--- config.mk ---
export PLATFORM = sky130hd
export DESIGN_NAME = mem_access_unit
export DESIGN_NICKNAME = d
export VERILOG_FILES = /design/src/rtl/mem_access_unit.sv
export SDC_FILE = /design/constraint.sdc
export NUM_CORES = 1
export LEC_CHECK = 0
export CAP_MARGIN = 30
export CORE_ASPECT_RATIO = 2
export CORE_MARGIN = 8
export CORE_UTILIZATION = 49
export CTS_BUF_LIST = sky130_fd_sc_hd__clkbuf_4
export DETAILED_ROUTE_END_ITERATION = 10
export PLACE_DENSITY = 0.92
export RECOVER_POWER = 100
export SYNTH_ARGS = -nofsm -noshare
export SYNTH_HDL_FRONTEND = slang
export SYNTH_SLANG_ARGS = --single-unit
--- constraint.sdc ---
create_clock -name clk -period 10.5 [get_ports clk]
set_input_delay 2.1 -clock clk [delete_from_list [all_inputs] [get_ports clk]]
set_output_delay 2.1 -clock clk [all_outputs]
set_load 0.1 [all_outputs]
--- src/rtl/mem_access_unit.sv ---
// Load/store sequencer between the IorD address mux and byte-addressed data memory.
// Handles word/half/byte loads, read-modify-write sub-word stores and misalignment detection.
module mem_access_unit (
    input  logic        clk,
    input  logic        reset,
    input  logic        start,
    input  logic [2:0]  op,
    input  logic [31:0] Address,
    input  logic [31:0] WriteData,
    input  logic [31:0] MemData_in,
    output logic [31:0] Mem_Address,
    output logic [31:0] Mem_WriteData,
    output logic        Mem_wr,
    output logic [31:0] Load_out,
    output logic        busy,
    output logic        done,
    output logic        misalign
);

    localparam logic [2:0] IDLE  = 3'd0;
    localparam logic [2:0] REQ   = 3'd1;
    localparam logic [2:0] WAIT  = 3'd2;
    localparam logic [2:0] WRITE = 3'd3;
    localparam logic [2:0] FIN   = 3'd4;

    logic [2:0]  state;
    logic [31:0] addr_q;
    logic [31:0] wd_q;
    logic [31:0] rd_q;
    logic [2:0]  op_q;
    logic [31:0] load_q;
    logic        misalign_q;

    logic        req_half;
    logic        req_word;
    logic        req_misal;
    logic [31:0] load_ext;
    logic [31:0] merge;

    // size 11 is reserved and behaves as a word access
    assign req_half  = (op[1:0] == 2'b01);
    assign req_word  = op[1];
    assign req_misal = (req_half & Address[0]) | (req_word & (Address[1:0] != 2'b00));

    always_comb begin
        load_ext = MemData_in;
        case (op_q[1:0])
            2'b00: begin
                case (addr_q[1:0])
                    2'b00:   load_ext = {24'b0, MemData_in[7:0]};
                    2'b01:   load_ext = {24'b0, MemData_in[15:8]};
                    2'b10:   load_ext = {24'b0, MemData_in[23:16]};
                    default: load_ext = {24'b0, MemData_in[31:24]};
                endcase
            end
            2'b01: begin
                if (addr_q[1])
                    load_ext = {16'b0, MemData_in[31:16]};
                else
                    load_ext = {16'b0, MemData_in[15:0]};
            end
            default: load_ext = MemData_in;
        endcase
    end

    // Sub-word store: replace the addressed lane of the word read back in WAIT
    always_comb begin
        merge = rd_q;
        if (op_q[1:0] == 2'b00) begin
            case (addr_q[1:0])
                2'b00:   merge[7:0]   = wd_q[7:0];
                2'b01:   merge[15:8]  = wd_q[7:0];
                2'b10:   merge[23:16] = wd_q[7:0];
                default: merge[31:24] = wd_q[7:0];
            endcase
        end else begin
            if (addr_q[1])
                merge[31:16] = wd_q[15:0];
            else
                merge[15:0]  = wd_q[15:0];
        end
    end

    always_ff @(posedge clk or posedge reset) begin
        if (reset) begin
            state      <= IDLE;
            addr_q     <= '0;
            wd_q       <= '0;
            rd_q       <= '0;
            op_q       <= '0;
            load_q     <= '0;
            misalign_q <= 1'b0;
        end else begin
            case (state)
                IDLE: begin
                    if (start) begin
                        addr_q     <= Address;
                        wd_q       <= WriteData;
                        op_q       <= op;
                        misalign_q <= req_misal;
                        if (req_misal)
                            state <= FIN;
                        else if (op[2] && req_word)
                            state <= WRITE;
                        else
                            state <= REQ;
                    end
                end
                REQ: state <= WAIT;
                WAIT: begin
                    rd_q <= MemData_in;
                    if (op_q[2]) begin
                        state <= WRITE;
                    end else begin
                        load_q <= load_ext;
                        state  <= FIN;
                    end
                end
                WRITE:   state <= FIN;
                FIN:     state <= IDLE;
                default: state <= IDLE;
            endcase
        end
    end

    // Strobes decode straight from state so an async reset drops them immediately
    assign Mem_Address   = {addr_q[31:2], 2'b00};
    assign Mem_wr        = (state == WRITE);
    assign Mem_WriteData = (state == WRITE) ? (op_q[1] ? wd_q : merge) : '0;
    assign Load_out      = load_q;
    assign busy          = (state != IDLE);
    assign done          = (state == FIN);
    assign misalign      = misalign_q;

endmodule

==> results of run 1 <==
-- per-layer routing --
layer,vias to the layer above,global-route usage,share of wire
met2,333,0.352,0.48
li1,2508,-,-
met5,-,0,0
met4,0,0.0848,0.028
met1,2642,0.276,0.39
met3,46,0.0649,0.10
-- state kept, by name, indices dropped and copies added (netlist names) --
signal	cells
state	3
addr_q	32
Load_out	32
op_q	3
misalign	1
wd_q	32
rd_q	32
-- critical path, delay by kind of cell (launching register included) --
family	cells	cell delay, ns
compound gates	3	1.34
buf+inv	2	1.70
flops	1	0.94
-- how the worst min path moves through the flow --
stage	cells past startpoint	end	slack [ns]	startpoint
final	2	Load_out[23]	0.49	Load_out[23]
after detailed placement	2	Load_out[18]	0.47	Load_out[18]
after global routing	2	Load_out[24]	0.52	Load_out[24]
after floorplan	1	rd_q[0]	0.48	rd_q[0]
after CTS	2	Load_out[18]	0.50	Load_out[18]
after global placement	2	Load_out[22]	0.46	Load_out[22]
-- cell families after synthesis --
logic type             count (synthesis)  synth area share
AO/OA/AOI/OAI                        163             0.147
buffers and inverters                107            0.0907
AND/OR/NAND/NOR                      105            0.0719
multiplexers                         121             0.195
flip-flops                           135             0.495
other                                  1          0.000549
-- through the flow --
step	worst slack, ns	utilization	std cells
detailed placement	4.60	0.623	918
global route	3.61	0.644	952
floorplan	4.79	-	633
CTS	3.96	0.646	950
global placement	4.80	0.623	918
finish	3.88	0.644	952
-- Yosys cell counts --
master and number:
nor3_1 1, nor2b_1 2, a211oi_1 9, a21o_1 1, conb_1 1, nor2_2 1
nand2_1 61, a21oi_1 51, nor3b_1 1, a22oi_1 8, nor2_8 1, o21ai_0 46
and2_1 1, mux2i_1 39, nor2_1 20, buf_12 2, buf_4 36, mux2_4 4
a22o_1 15, o2111ai_1 1, inv_1 30, nand2b_1 8, buf_2 14, or3_1 1
nand2_2 2, nor4bb_1 1, mux2_2 78, buf_6 4, clkbuf_2 2, o22ai_1 15
nor3b_4 1, or3_4 1, o221ai_1 16, buf_1 1, clkbuf_1 18, a32o_1 1
nand3_1 1, dfrtp_1 135, nand3b_1 2
-- cell type report --
cell class                      count  area, um^2  share of cell area
Inverter                           30         114              0.0129
Timing Repair Buffer              207        2060               0.233
Multi-Input combinational cell    391        2790               0.315
Tap cell                          157         196              0.0222
Sequential cell                   135        3380               0.382
Clock buffer                       18         135              0.0153
Clock inverter                     14         181              0.0205
==> flow_metrics.env, run 1 <==
export IMPL_cp_cell_sequence="inv_1 -> a21oi_1 -> o22ai_1 -> a211oi_1 -> dlygate4sd3_1"
export IMPL_insertion_delay_ns=0.54
export IMPL_cts_hold_buf=0
export IMPL_cts_buffer_depth=2
export IMPL_io_buffers=199
export IMPL_startpoint="addr_q[1]"
export IMPL_overflow=0
export IMPL_post_dp_cell_area_um2=8560
export IMPL_die_h_um=183
export IMPL_worstHoldPathType="flop to flop"
export IMPL_violations="max-capacitance violations, max-slew violations"
export IMPL_cts_root_buf="clkbuf_4"
export IMPL_rsz0062_at_grt="false"
export IMPL_reg2reg_setup_slack_ns=5.42
export IMPL_numCtsBuffers=17
export IMPL_nFillCells=1083
export IMPL_hold_violations=0
export IMPL_drv_slew=250
export IMPL_antenna_left=0
export IMPL_synthTopCellsByArea="dfrtp_1 49%, mux2_2 13%, mux2i_1 5.7%"
export IMPL_num_vias=5529
export IMPL_area_delta_synth_final_pct=29.7
export IMPL_drive_gt1_frac=0.147
export IMPL_avgSynthCellArea_um2=10.8
export IMPL_gr_usage_all_layers=0.221
export IMPL_max_cap_violations=5
export IMPL_grt_max_degree=77
export IMPL_layout_nets=884
export IMPL_crit_required_ns=8.40
export IMPL_globalplace_congestion=0.952
export IMPL_yosysSeqAreaShare=0.495
export IMPL_cp_max_fo=28
export IMPL_tritoncts="built"
export IMPL_postSynthCellCount=632
export IMPL_period_share=0.631
export IMPL_ys_types=39
export IMPL_place_hpwl_mm=14.8
export IMPL_start_util=0.497
export IMPL_cts_resized=0
export IMPL_status="finished, violations left"
export IMPL_r2r_cells=4
export IMPL_hold_slack_ns=0.488
export IMPL_end_kind="output port"
export IMPL_tightestPinTransition_ns=2.60
export IMPL_fmax_ghz=0.151
export IMPL_yosys_warnings=0
export IMPL_dieWidth_um=99.5
export IMPL_setup_viol=0
export IMPL_fp_dieArea_um2=18200
export IMPL_path_clk_slew_ns=0.11
export IMPL_yosysTopAreaCell="dfrtp_1"
export IMPL_crit_path_end="Mem_WriteData[10]"
export IMPL_grt_pass1_vias=5652
export IMPL_antenna_found_initial=0
export IMPL_first_pass_iters=5
export IMPL_fin_tns_setup_ns=0
export IMPL_crit_path_max_incr_delay_ns=1.25
export IMPL_finalClockSkew_ns=0.0144
export IMPL_final_cell_mix="134 x dfrtp_1, 132 x dlygate4sd3_1, 79 x mux2_2"
export IMPL_path_class="flop to output port"
export IMPL_final_common_cell="dfrtp_1"
export IMPL_worstReg2RegStart="state[0]"
export IMPL_post_cts_setup_buffers=0
export IMPL_rr_endpoint="wd_q[2]"
export IMPL_n_antenna_cell=0
export IMPL_fin_area_um2=8850
export IMPL_synth_seq_cells=135
export IMPL_wl_per_cell_um=21.1
export IMPL_startpoint_type="flop"
export IMPL_relSlewSlack=-0.741
export IMPL_yosysTopAreaCellShare=0.495
export IMPL_synth_area_um2=6830
export IMPL_core_um2=13700
export IMPL_drt_iter0_markers=351
export IMPL_wirelength_mm=20.1
export IMPL_vias_per_cell=5.81
export IMPL_timing_final_crit_period_ns=6.62
export IMPL_crit_slowest_cell="dlygate4sd3_1"
export IMPL_htreeDepth=4
export IMPL_boundaryPins=202
export IMPL_clock_sinks=135
export IMPL_grt_pass1_wl_mm=31.3
export IMPL_critPathArrivalTime_ns=4.52
export IMPL_drc=0
export IMPL_core_rowCount=61
Power of run 1 is not shown: default switching activity piles up to over one toggle a cycle in this logic, so the estimate is an artifact.
==> run 2: changes to the inputs <==
Clock period 10.5 ns to 6.3 ns, I/O delays scaled along.
==> flow_metrics.env, run 2 (synthesis results as in run 1) <==
export IMPL_top_usage_layer="met2"
export IMPL_globalplace_congestion=0.946
export IMPL_drive_gt1_frac=0.153
export IMPL_clock_sinks=135
export IMPL_tightestPinTransition_ns=3.54
export IMPL_rsz0062_at_grt="false"
export IMPL_vias_per_cell=5.80
export IMPL_status="finished, violations left"
export IMPL_cp_max_fo=28
export IMPL_tritoncts="built"
export IMPL_timing_final_crit_period_ns=5.77
export IMPL_htreeDepth=4
export IMPL_nFillCells=1096
export IMPL_drt_iter0_markers=277
export IMPL_final_common_cell="dfrtp_1"
export IMPL_core_um2=13700
export IMPL_grt_pass1_wl_mm=32.8
export IMPL_boundaryPins=202
export IMPL_insertion_delay_ns=0.53
export IMPL_first_pass_iters=5
export IMPL_fp_dieArea_um2=18200
export IMPL_worstHoldStart="Load_out[16]"
export IMPL_cts_hold_buf=0
export IMPL_place_hpwl_mm=15.3
export IMPL_setup_viol=0
export IMPL_gr_usage_all_layers=0.231
export IMPL_worstReg2RegStart="state[1]"
export IMPL_worstHoldPathType="flop to flop"
export IMPL_post_cts_setup_buffers=0
export IMPL_grt_max_degree=96
export IMPL_grt_use_met3=0.0710
export IMPL_fin_tns_setup_ns=0
export IMPL_fmax_ghz=0.173
export IMPL_cts_buffer_depth=2
export IMPL_startpoint_type="flop"
export IMPL_critPathArrivalTime_ns=4.51
export IMPL_grt_pass1_vias=5873
export IMPL_relSlewSlack=-1.36
export IMPL_startpoint="addr_q[1]"
export IMPL_cts_root_buf="clkbuf_4"
export IMPL_final_cell_mix="134 x dfrtp_1, 101 x dlygate4sd3_1, 98 x clkdlybuf4s50_1"
export IMPL_crit_required_ns=5.04
export IMPL_use_met2=0.369
export IMPL_drv_slew=231
export IMPL_max_cap_violations=4
export IMPL_drc=0
export IMPL_start_util=0.497
export IMPL_numCtsBuffers=17
export IMPL_path_clk_slew_ns=0.13
export IMPL_end_kind="output port"
export IMPL_hold_violations=0
export IMPL_period_share=0.917
export IMPL_antenna_found_initial=0
export IMPL_core_rowCount=61
export IMPL_wl_per_cell_um=21.6
export IMPL_path_class="flop to output port"
export IMPL_violations="max-capacitance violations, max-slew violations"
export IMPL_antenna_left=0
export IMPL_dieWidth_um=99.5
export IMPL_area_delta_synth_final_pct=29.7
export IMPL_gr_usage_met1=0.283
export IMPL_die_h_um=183
export IMPL_io_buffers=199
export IMPL_num_vias=5527
export IMPL_layout_nets=884
export IMPL_overflow=0
export IMPL_finalClockSkew_ns=0.0219
export IMPL_wirelength_mm=20.6
export IMPL_cts_resized=0
-- run 2: cell types whose count changed in the layout (fill, tap and decap cells not counted), moves of 2 or more --
cell	previous run	this run
clkdlybuf4s50_1	67	98
dlygate4sd3_1	132	101
clkinv_4	0	5
clkinv_1	4	1
clkinvlp_4	5	2
clkbuf_1	3	1
clkbuf_2	0	2
-- run 2: worst paths after layout --
check / to / slack [ns] / depth (start not counted)
setup reg to reg: Load_out[1] / 1.78 / 4
setup / recovery: Mem_WriteData[10] / 0.53 / 5
min in group asynchronous: addr_q[23] / 2.47 / 2
hold / removal: Load_out[16] / 0.49 / 2
max in group asynchronous: Load_out[30] / 1.39 / 3
hold reg to reg: Load_out[16] / 0.49 / 2
-- run 2: metrics by stage --
stage | util | hold WS, ns | std cells | instance area, um^2 | setup slack (ns)
detailed placement | 0.625 | 0.469 | 919 | 8590 | 1.25
floorplan | - | 0.480 | 633 | 6830 | 1.43
global route | 0.644 | 0.519 | 952 | 8850 | 0.215
global placement | 0.623 | 0.465 | 918 | 8560 | 1.43
finish | 0.644 | 0.490 | 953 | 8850 | 0.526
CTS | 0.648 | 0.497 | 951 | 8900 | 0.607
-- run 2: layout make-up --
type                       instances  area (um^2)  area share
antenna                            1         2.50    0.000283
sequential                       135         3380       0.382
timing repair buffer             207         2060       0.233
clock buffer                      18          135      0.0153
multi-input combinational        391         2790       0.315
tap                              157          196      0.0222
clock inverter                    14          175      0.0198
inverter                          30          113      0.0127
-- run 2: critical path, stage by stage, from the launching register on --
cell           delay (ns)
dfrtp_1              0.95
inv_1                0.45
a21oi_1              0.81
o22ai_1              0.21
a211oi_1             0.30
dlygate4sd3_1        1.25
-- run 2: layer usage --
layer,vias to the layer above,wire length (um)
met5,-,0
met4,0,614
met3,47,1940
met2,301,9970
met1,2674,8100
li1,2505,-
Power of run 2 is left out for the same reason.
